File: config.mk
export PLATFORM = sky130hd
export DESIGN_NAME = cache_bus_arbiter
export DESIGN_NICKNAME = d
export VERILOG_FILES = /design/src/rtl/cache_bus_arbiter_pkg.sv /design/src/rtl/cache_wr_buf.sv /design/src/rtl/cache_bus_arbiter.sv
export SDC_FILE = /design/constraint.sdc
export NUM_CORES = 1
export LEC_CHECK = 0
export BUFFER_PORTS_ARGS = -buffer_cell sky130_fd_sc_hd__buf_2
export CAP_MARGIN = 20
export CORE_AREA = 2 2 215 217
export CTS_CLUSTER_DIAMETER = 40
export DETAILED_ROUTE_END_ITERATION = 8
export DIE_AREA = 0 0 217 219
export SYNTH_ARGS = -nofsm -noshare
export SYNTH_HDL_FRONTEND = slang
export SYNTH_SLANG_ARGS = --single-unit
File: constraint.sdc
create_clock -name clk -period 9.15 [get_ports clk]
set_clock_uncertainty 0.05 [all_clocks]
set_input_delay 1.83 -clock clk [delete_from_list [all_inputs] [get_ports clk]]
set_output_delay 1.83 -clock clk [all_outputs]
set_load 0.01 [all_outputs]
File: src/rtl/cache_bus_arbiter_pkg.sv
// Shared definitions for the cache bus arbiter: beat width, transfer types,
// read FSM encodings and read owner.
package cache_bus_arbiter_pkg;

  localparam int unsigned WIDTH      = 32;
  localparam int unsigned TYPE_W     = 3;
  localparam int unsigned LINE_OFF_W = 4;

  typedef enum logic [TYPE_W-1:0] {
    TYPE_BYTE = 3'b000,
    TYPE_HALF = 3'b001,
    TYPE_WORD = 3'b010,
    TYPE_LINE = 3'b100
  } xfer_type_t;

  // One-hot, matching the cache's own state encoding style.
  typedef enum logic [1:0] {
    RD_IDLE = 2'b01,
    RD_BUSY = 2'b10
  } rd_state_t;

  typedef enum logic {
    OWN_ICACHE = 1'b0,
    OWN_DCACHE = 1'b1
  } owner_t;

endpackage

File: src/rtl/cache_wr_buf.sv
// One-entry dirty-line write buffer: capture, drain, and a line-address
// compare used by the arbiter to hold back same-line dcache reads.
module cache_wr_buf
  import cache_bus_arbiter_pkg::*;
#(
  parameter int unsigned ADDR_W = 32,
  parameter int unsigned DATA_W = 128
) (
  input  logic              clk,
  input  logic              reset,
  input  logic              cap_req,
  input  logic [TYPE_W-1:0] cap_type,
  input  logic [ADDR_W-1:0] cap_addr,
  input  logic [3:0]        cap_wstrb,
  input  logic [DATA_W-1:0] cap_data,
  input  logic              drain_rdy,
  output logic              buf_valid,
  output logic [TYPE_W-1:0] buf_type,
  output logic [ADDR_W-1:0] buf_addr,
  output logic [3:0]        buf_wstrb,
  output logic [DATA_W-1:0] buf_data,
  input  logic [ADDR_W-1:0] cmp_addr,
  output logic              cmp_hit
);

  logic capture;

  // Capture only when empty, drain only when full: the two never coincide.
  assign capture = cap_req && !buf_valid;

  always_ff @(posedge clk) begin
    if (reset) begin
      buf_valid <= 1'b0;
    end else if (capture) begin
      buf_valid <= 1'b1;
    end else if (buf_valid && drain_rdy) begin
      buf_valid <= 1'b0;
    end
  end

  always_ff @(posedge clk) begin
    if (capture) begin
      buf_type  <= cap_type;
      buf_addr  <= cap_addr;
      buf_wstrb <= cap_wstrb;
      buf_data  <= cap_data;
    end
  end

  assign cmp_hit = buf_valid &&
                   (cmp_addr[ADDR_W-1:LINE_OFF_W] == buf_addr[ADDR_W-1:LINE_OFF_W]);

endmodule

File: src/rtl/cache_bus_arbiter.sv
// Shares the memory cache-line bus between icache and dcache: read arbiter,
// return routing and a one-entry write-back buffer. Optional CACHE_ARB_RR_EN
// selects round-robin arbitration instead of fixed dcache priority.
module cache_bus_arbiter
  import cache_bus_arbiter_pkg::*;
#(
  parameter int unsigned LINE_BYTES = 16,
  parameter int unsigned ADDR_W     = 32
) (
  input  logic                    clk,
  input  logic                    reset,
  input  logic                    i_rd_req,
  input  logic [TYPE_W-1:0]       i_rd_type,
  input  logic [ADDR_W-1:0]       i_rd_addr,
  output logic                    i_rd_rdy,
  output logic                    i_ret_valid,
  output logic                    i_ret_last,
  output logic [WIDTH-1:0]        i_ret_data,
  input  logic                    d_rd_req,
  input  logic [TYPE_W-1:0]       d_rd_type,
  input  logic [ADDR_W-1:0]       d_rd_addr,
  output logic                    d_rd_rdy,
  output logic                    d_ret_valid,
  output logic                    d_ret_last,
  output logic [WIDTH-1:0]        d_ret_data,
  input  logic                    d_wr_req,
  input  logic [TYPE_W-1:0]       d_wr_type,
  input  logic [ADDR_W-1:0]       d_wr_addr,
  input  logic [3:0]              d_wr_wstrb,
  input  logic [LINE_BYTES*8-1:0] d_wr_data,
  output logic                    d_wr_rdy,
  output logic                    rd_req,
  output logic [TYPE_W-1:0]       rd_type,
  output logic [ADDR_W-1:0]       rd_addr,
  input  logic                    rd_rdy,
  input  logic                    ret_valid,
  input  logic                    ret_last,
  input  logic [WIDTH-1:0]        ret_data,
  output logic                    wr_req,
  output logic [TYPE_W-1:0]       wr_type,
  output logic [ADDR_W-1:0]       wr_addr,
  output logic [3:0]              wr_wstrb,
  output logic [LINE_BYTES*8-1:0] wr_data,
  input  logic                    wr_rdy
);

  localparam int unsigned DATA_W = LINE_BYTES * 8;

  rd_state_t state;
  owner_t    owner;
  logic      buf_valid;
  logic      d_hazard;
  logic      i_elig;
  logic      d_elig;
  logic      sel;
  logic      idle;
  logic      busy;
  logic      grant;

  cache_wr_buf #(
    .ADDR_W (ADDR_W),
    .DATA_W (DATA_W)
  ) u_wr_buf (
    .clk       (clk),
    .reset     (reset),
    .cap_req   (d_wr_req),
    .cap_type  (d_wr_type),
    .cap_addr  (d_wr_addr),
    .cap_wstrb (d_wr_wstrb),
    .cap_data  (d_wr_data),
    .drain_rdy (wr_rdy),
    .buf_valid (buf_valid),
    .buf_type  (wr_type),
    .buf_addr  (wr_addr),
    .buf_wstrb (wr_wstrb),
    .buf_data  (wr_data),
    .cmp_addr  (d_rd_addr),
    .cmp_hit   (d_hazard)
  );

  assign d_wr_rdy = !buf_valid;
  assign wr_req   = buf_valid;

  assign idle   = (state == RD_IDLE);
  assign busy   = (state == RD_BUSY);
  assign i_elig = i_rd_req;
  assign d_elig = d_rd_req && !d_hazard;

  // sel: 1 picks the dcache, 0 the icache.
`ifdef CACHE_ARB_RR_EN
  logic rr_ptr;

  always_ff @(posedge clk) begin
    if (reset) begin
      rr_ptr <= 1'b0;
    end else if (grant) begin
      rr_ptr <= !sel;
    end
  end

  assign sel = (i_elig && d_elig) ? rr_ptr : d_elig;
`else
  assign sel = d_elig;
`endif

  assign rd_req   = idle && (i_elig || d_elig);
  assign rd_type  = sel ? d_rd_type : i_rd_type;
  assign rd_addr  = sel ? d_rd_addr : i_rd_addr;
  assign grant    = rd_req && rd_rdy;
  assign i_rd_rdy = grant && !sel;
  assign d_rd_rdy = grant && sel;

  // Returns reach only the owner, and only while a read is outstanding.
  assign i_ret_valid = busy && (owner == OWN_ICACHE) && ret_valid;
  assign i_ret_last  = busy && (owner == OWN_ICACHE) && ret_last;
  assign i_ret_data  = ret_data;
  assign d_ret_valid = busy && (owner == OWN_DCACHE) && ret_valid;
  assign d_ret_last  = busy && (owner == OWN_DCACHE) && ret_last;
  assign d_ret_data  = ret_data;

  always_ff @(posedge clk) begin
    if (reset) begin
      state <= RD_IDLE;
      owner <= OWN_ICACHE;
    end else begin
      unique case (state)
        RD_IDLE: begin
          if (grant) begin
            owner <= owner_t'(sel);
            state <= RD_BUSY;
          end
        end
        RD_BUSY: begin
          if (ret_valid && ret_last) begin
            state <= RD_IDLE;
          end
        end
        default: state <= RD_IDLE;
      endcase
    end
  end

endmodule

# Word-level counts from Yosys, hierarchy flattened
# Cells that the tools add are included.
[op_classes]
bitwise = 1
eq_ne = 5
n_reduce_logical = 22
n_mux = 7
[op_table]
columns = ["op", "count"]
rows = [
  ["$mux W32", 1],
  ["$eq A28 B28 Y1", 1],
  ["$logic_and A1 B1 Y1", 15],
  ["$mux W2", 2],
  ["$ne A2 B1 Y1 const B", 2],
  ["$pmux W2 S2", 1],
  ["$reduce_and A2 Y1", 2],
  ["$logic_not A1 Y1", 3],
  ["$mux W3", 1],
  ["$eq A2 B1 Y1 const B", 1],
  ["$eq A2 B2 Y1 const B", 1],
  ["$mux W1", 2],
  ["$reduce_bool A2 Y1", 1],
  ["$logic_or A1 B1 Y1", 1],
  ["$not A1 Y1", 1],
]
[word_totals]
reg_bits = 171
wordCells = 42

# Longest topological paths before layout
[logic_depth]
word_depth = 9
mapped_depth = 7
depth_no_buf = 5

# Hierarchy
# A second synthesis with hierarchy kept.
[hier_totals]
cells_unflattened = 409
area_unflattened_um2 = 6511.2
[by_module_without_submodules]
columns = ["module", "seq_area_each_um2", "n_inst", "area_each_um2", "cells_per_inst"]
rows = [
  ["cache_wr_buf", 5034.8, 1, 5363.9, 209],
  ["cache_bus_arbiter", 60.1, 1, 1147.4, 200],
]

# Least setup slack after synthesis
# No wires, ideal clock.
[synth_timing]
path_kind = "in2reg"
start = "in d_wr_req"
end = "reg u_wr_buf.buf_addr[0], enable pin"
arrival_ns = 9.044
setup_slack_ns = -0.657
stages = 1
setup_time_ns = 0.713
path_buffers = 0
required_time_ns = 8.387
cell_sequence = "nor2b_1"
[synth_via]
elab_chain_cells = 1
[synth_rtl]
columns = ["item", "line_no", "source"]
rows = [
  ["start, declared", "cache_bus_arbiter.sv:26", "input logic d_wr_req,"],
  ["$logic_and A1 B1 Y1", "cache_wr_buf.sv:29", "assign capture = cap_req && !buf_valid;"],
  ["end signal, assigned", "cache_wr_buf.sv:44", "buf_addr <= cap_addr;"],
  ["end, declared", "cache_wr_buf.sv:19", "output logic [ADDR_W-1:0] buf_addr,"],
]
# No other way between the ends.
# A chain may end at the register's enable or synchronous reset.

# Final worst setup path
[layout_timing]
start = "in d_rd_addr[17]"
end = "out rd_addr[4]"
[layout_via]
elab_chain_cells = 5
[layout_rtl]
columns = ["item", "line_no", "source"]
rows = [
  ["start, declared", "cache_bus_arbiter.sv:21", "input logic [ADDR_W-1:0] d_rd_addr,"],
  ["$eq A28 B28 Y1", "cache_wr_buf.sv:51", "(cmp_addr[ADDR_W-1:LINE_OFF_W] == buf_addr[ADDR_W-1:LINE_OFF_W]);"],
  ["$logic_and A1 B1 Y1", "cache_wr_buf.sv:50", "assign cmp_hit = buf_valid &&"],
  ["$logic_not A1 Y1", "cache_bus_arbiter.sv:87", "assign d_elig = d_rd_req && !d_hazard;"],
  ["$logic_and A1 B1 Y1", "cache_bus_arbiter.sv:87", ""],
  ["$mux W32", "cache_bus_arbiter.sv:108", "assign rd_addr = sel ? d_rd_addr : i_rd_addr;"],
  ["end, declared", "cache_bus_arbiter.sv:34", "output logic [ADDR_W-1:0] rd_addr,"],
]
# No other way between the ends.

==> run_results.csv <==
group,metric,value,unit
synthesis,ys_types,28,
synthesis,ys_seq_area_share,78.8,%
clocking,clk_pin_slew_worst_paths,0.07,ns
synthesis,synth-simple-area-share,2.23,%
layout,layout_commonest_cell,"buf_2",
worst_hold_path,hp-start,"owner$_SDFFE_PP0P_",
clocking,cts_setup_buffers,0,
grt,antenna_found_initial,11,
job,cap_viol_max_count,0,
floorplan,die-area,47500,sq um
layout,mostFrequentLayoutCells,"456 x buf_2, 167 x edfxtp_1, 27 x xor2_1",
floorplan,io_pins,553,
routing,ant_nets,0,
sta,worst_pin_slew,1.03,ns
place,dp.final_hpwl,18.9,mm
worst_setup_path,startpoint,"d_rd_addr[17]",
sta,period_share,74.6,%
sta,drv_slew,0,
routing,vias_per_cell,3.33,
grt,grt_max_degree,77,
synthesis,avgSynthCellArea,19.1,sq um
floorplan,fp-row-count,78,
synthesis,syn_nets,617,
sta,fmax,146,MHz
outcome,status,"finished, final reports clean",
layout,drive_gt1_share,66.8,%
worst_setup_path,rrSetupSlack,6.69,ns
routing,first_iter_violations,147,
routing,vias,4552,
worst_setup_path,crit_required,7.27,ns
clocking,cts_buffers,17,
sta,rsz0062_at_grt,"false",
grt,track_usage,9.37,%
sta,maxSlewHeadroom,31.2,%
synthesis,yosysTopAreaCell,"edfxtp_1",
clocking,cts_tree,"done",
worst_setup_path,rr_startpoint,"u_wr_buf.buf_addr[5]$_DFFE_PP_",
sta,setup_viol,0,
routing,wl_per_cell,16.7,um
synthesis,synth.mux.area_fraction,6.10,%
synthesis,synth-compound-area-share,0.948,%
grt,grt.overflow.total,0,
worst_setup_path,cp-end-kind,"output port",
layout,nNetsFinal,1028,
power,power_density,193,nW/um^2
clocking,cts_htree_levels,4,
floorplan,die_w,217,um
sta,fin_setup_tns,0,ns
place,io_buffers,456,
routing,wl,22.9,mm
worst_setup_path,criticalPathCategory,"input pin to output port",
synthesis,syn-cell-area,6470,sq um
floorplan,die_h,219,um
clocking,holdBufCountCts,0,
worst_hold_path,min_path_type,"flip-flop to flip-flop",
synthesis,synth_xor_xnor_area_share,3.79,%
clocking,cts.sinks,171,
clocking,clock_path_buffers,2,
power,leakage,4.07,nW
clocking,cts_resized,0,
worst_setup_path,critPathLaunchType,"input pin",
routing,drc,0,
sta,finalHoldViolations,0,
sta,whs,0.516,ns
synthesis,synth_top_cell_area_share,77.6,%
routing,drt_first_pass_iters,4,
clocking,cts_root_buf,"clkbuf_16",
grt,grt_pass1_vias,4762,
layout,area_delta_synth_final,49.0,%
sta,finalCriticalPeriod,6.83,ns
clocking,worstSkewPairLatency,0.48,ns
worst_setup_path,worst-path-max-fanout,22,
worst_setup_path,critical_path_arrival,4.95,ns
synthesis,ys_ff_latch,171,
synthesis,yosysWarnings,0,
synthesis,synth_top_family_by_area,"buffers and inverters",
floorplan,start_util,14.3,%
place,place_congestion,0.830,
synthesis,syn_inst,339,
floorplan,core_area,45100,sq um
synthesis,synth.area.top_cells,"edfxtp_1 78%, buf_4 7.5%, xor2_1 3.7%",
grt,grt_pass1_wl,30.4,mm
power,peakVddDrop,0.142,mV
synthesis,synthAdderAreaFrac,0,%
-- critical path, cell delays in order --
cell and delay [ns]:
buf_2 0.12, xor2_1 0.14, nor4_1 0.78, nand4_1 0.31
o31ai_4 0.96, buf_12 0.29, mux2_2 0.35, buf_2 0.14
-- Yosys cell counts --
library cell and number:
nand4_1 1, a211oi_1 2, o211ai_1 1, nand3_1 2
dfxtp_1 4, a31oi_1 1, inv_1 3, and2_1 1
xnor2_1 1, mux2_2 18, a21boi_0 1, nor4_1 6
nor2_1 2, xor2_1 27, buf_2 1, nor2b_1 3
o21a_1 1, nor3_1 2, nor3b_1 2, buf_6 2
buf_4 65, o21ai_0 2, nand2_1 2, edfxtp_1 167
and3_1 3, o31ai_1 1, nand2b_1 1, mux2_1 17
-- sequential cells by signal, summed over array words and instances (netlist names) --
register and count:
u_wr_buf.buf_addr 32, state 2, owner 1, u_wr_buf.buf_data 128, u_wr_buf.buf_valid 1, u_wr_buf.buf_wstrb 4, u_wr_buf.buf_type 3
-- power by group --
| group | switching [W] | total [W] | internal (W) | leakage (nW) |
|---|---|---|---|---|
| Combinational | 0.000117 | 0.000210 | 0.0000937 | 2.16 |
| Sequential | 0.0000175 | 0.000935 | 0.000918 | 1.63 |
| Clock | 0.000349 | 0.000710 | 0.000362 | 0.284 |
-- cells by family (layout without fill, tap and decap cells) --
kind of cell    Yosys count  in the layout
mux                      35             35
flops                   171            171
xor+xnor                 28             28
compound gates            9              9
simple gates             25             25
buf+inv                  71            495
other cells               0              5
-- area by class of cell --
class | instances | area, sq um
Sequential cell | 171 | 5090
Clock inverter | 15 | 148
Fill cell | 4849 | 35500
Multi-Input combinational cell | 97 | 866
Antenna cell | 5 | 12.5
Timing Repair Buffer | 460 | 2320
Tap cell | 600 | 751
Inverter | 3 | 11.3
Clock buffer | 17 | 425
-- metrics by stage --
step	instance area (sq um)	cells	util, %	worst slack (ns)	total power, W
after global placement	9050	1331	20.1	2.17	0.00116
after global routing	9630	1365	21.3	2.02	0.00193
after detailed placement	9050	1331	20.1	2.17	0.00117
after floorplan	6470	339	-	2.48	0.00106
after CTS	9620	1363	21.3	2.17	0.00190
final	9630	1368	21.4	2.32	0.00186
-- metal layers --
layer / vias up / GRT usage, % / routed length, um
met1: 2141 / 8.62 / 7660
met3: 90 / 4.20 / 2150
met5: - / 0 / 73
li1: 2035 / - / -
met4: 12 / 6.78 / 1230
met2: 274 / 16.4 / 11800
-- path summary, 6_finish.rpt --
path,cells after the start,endpoint
setup / recovery,8,rd_addr[4]
hold / removal,2,owner$_SDFFE_PP0P_
setup reg to reg,5,state[1]$_SDFFE_PP0P_
hold reg to reg,2,owner$_SDFFE_PP0P_
(Power assumes the default switching activity.)
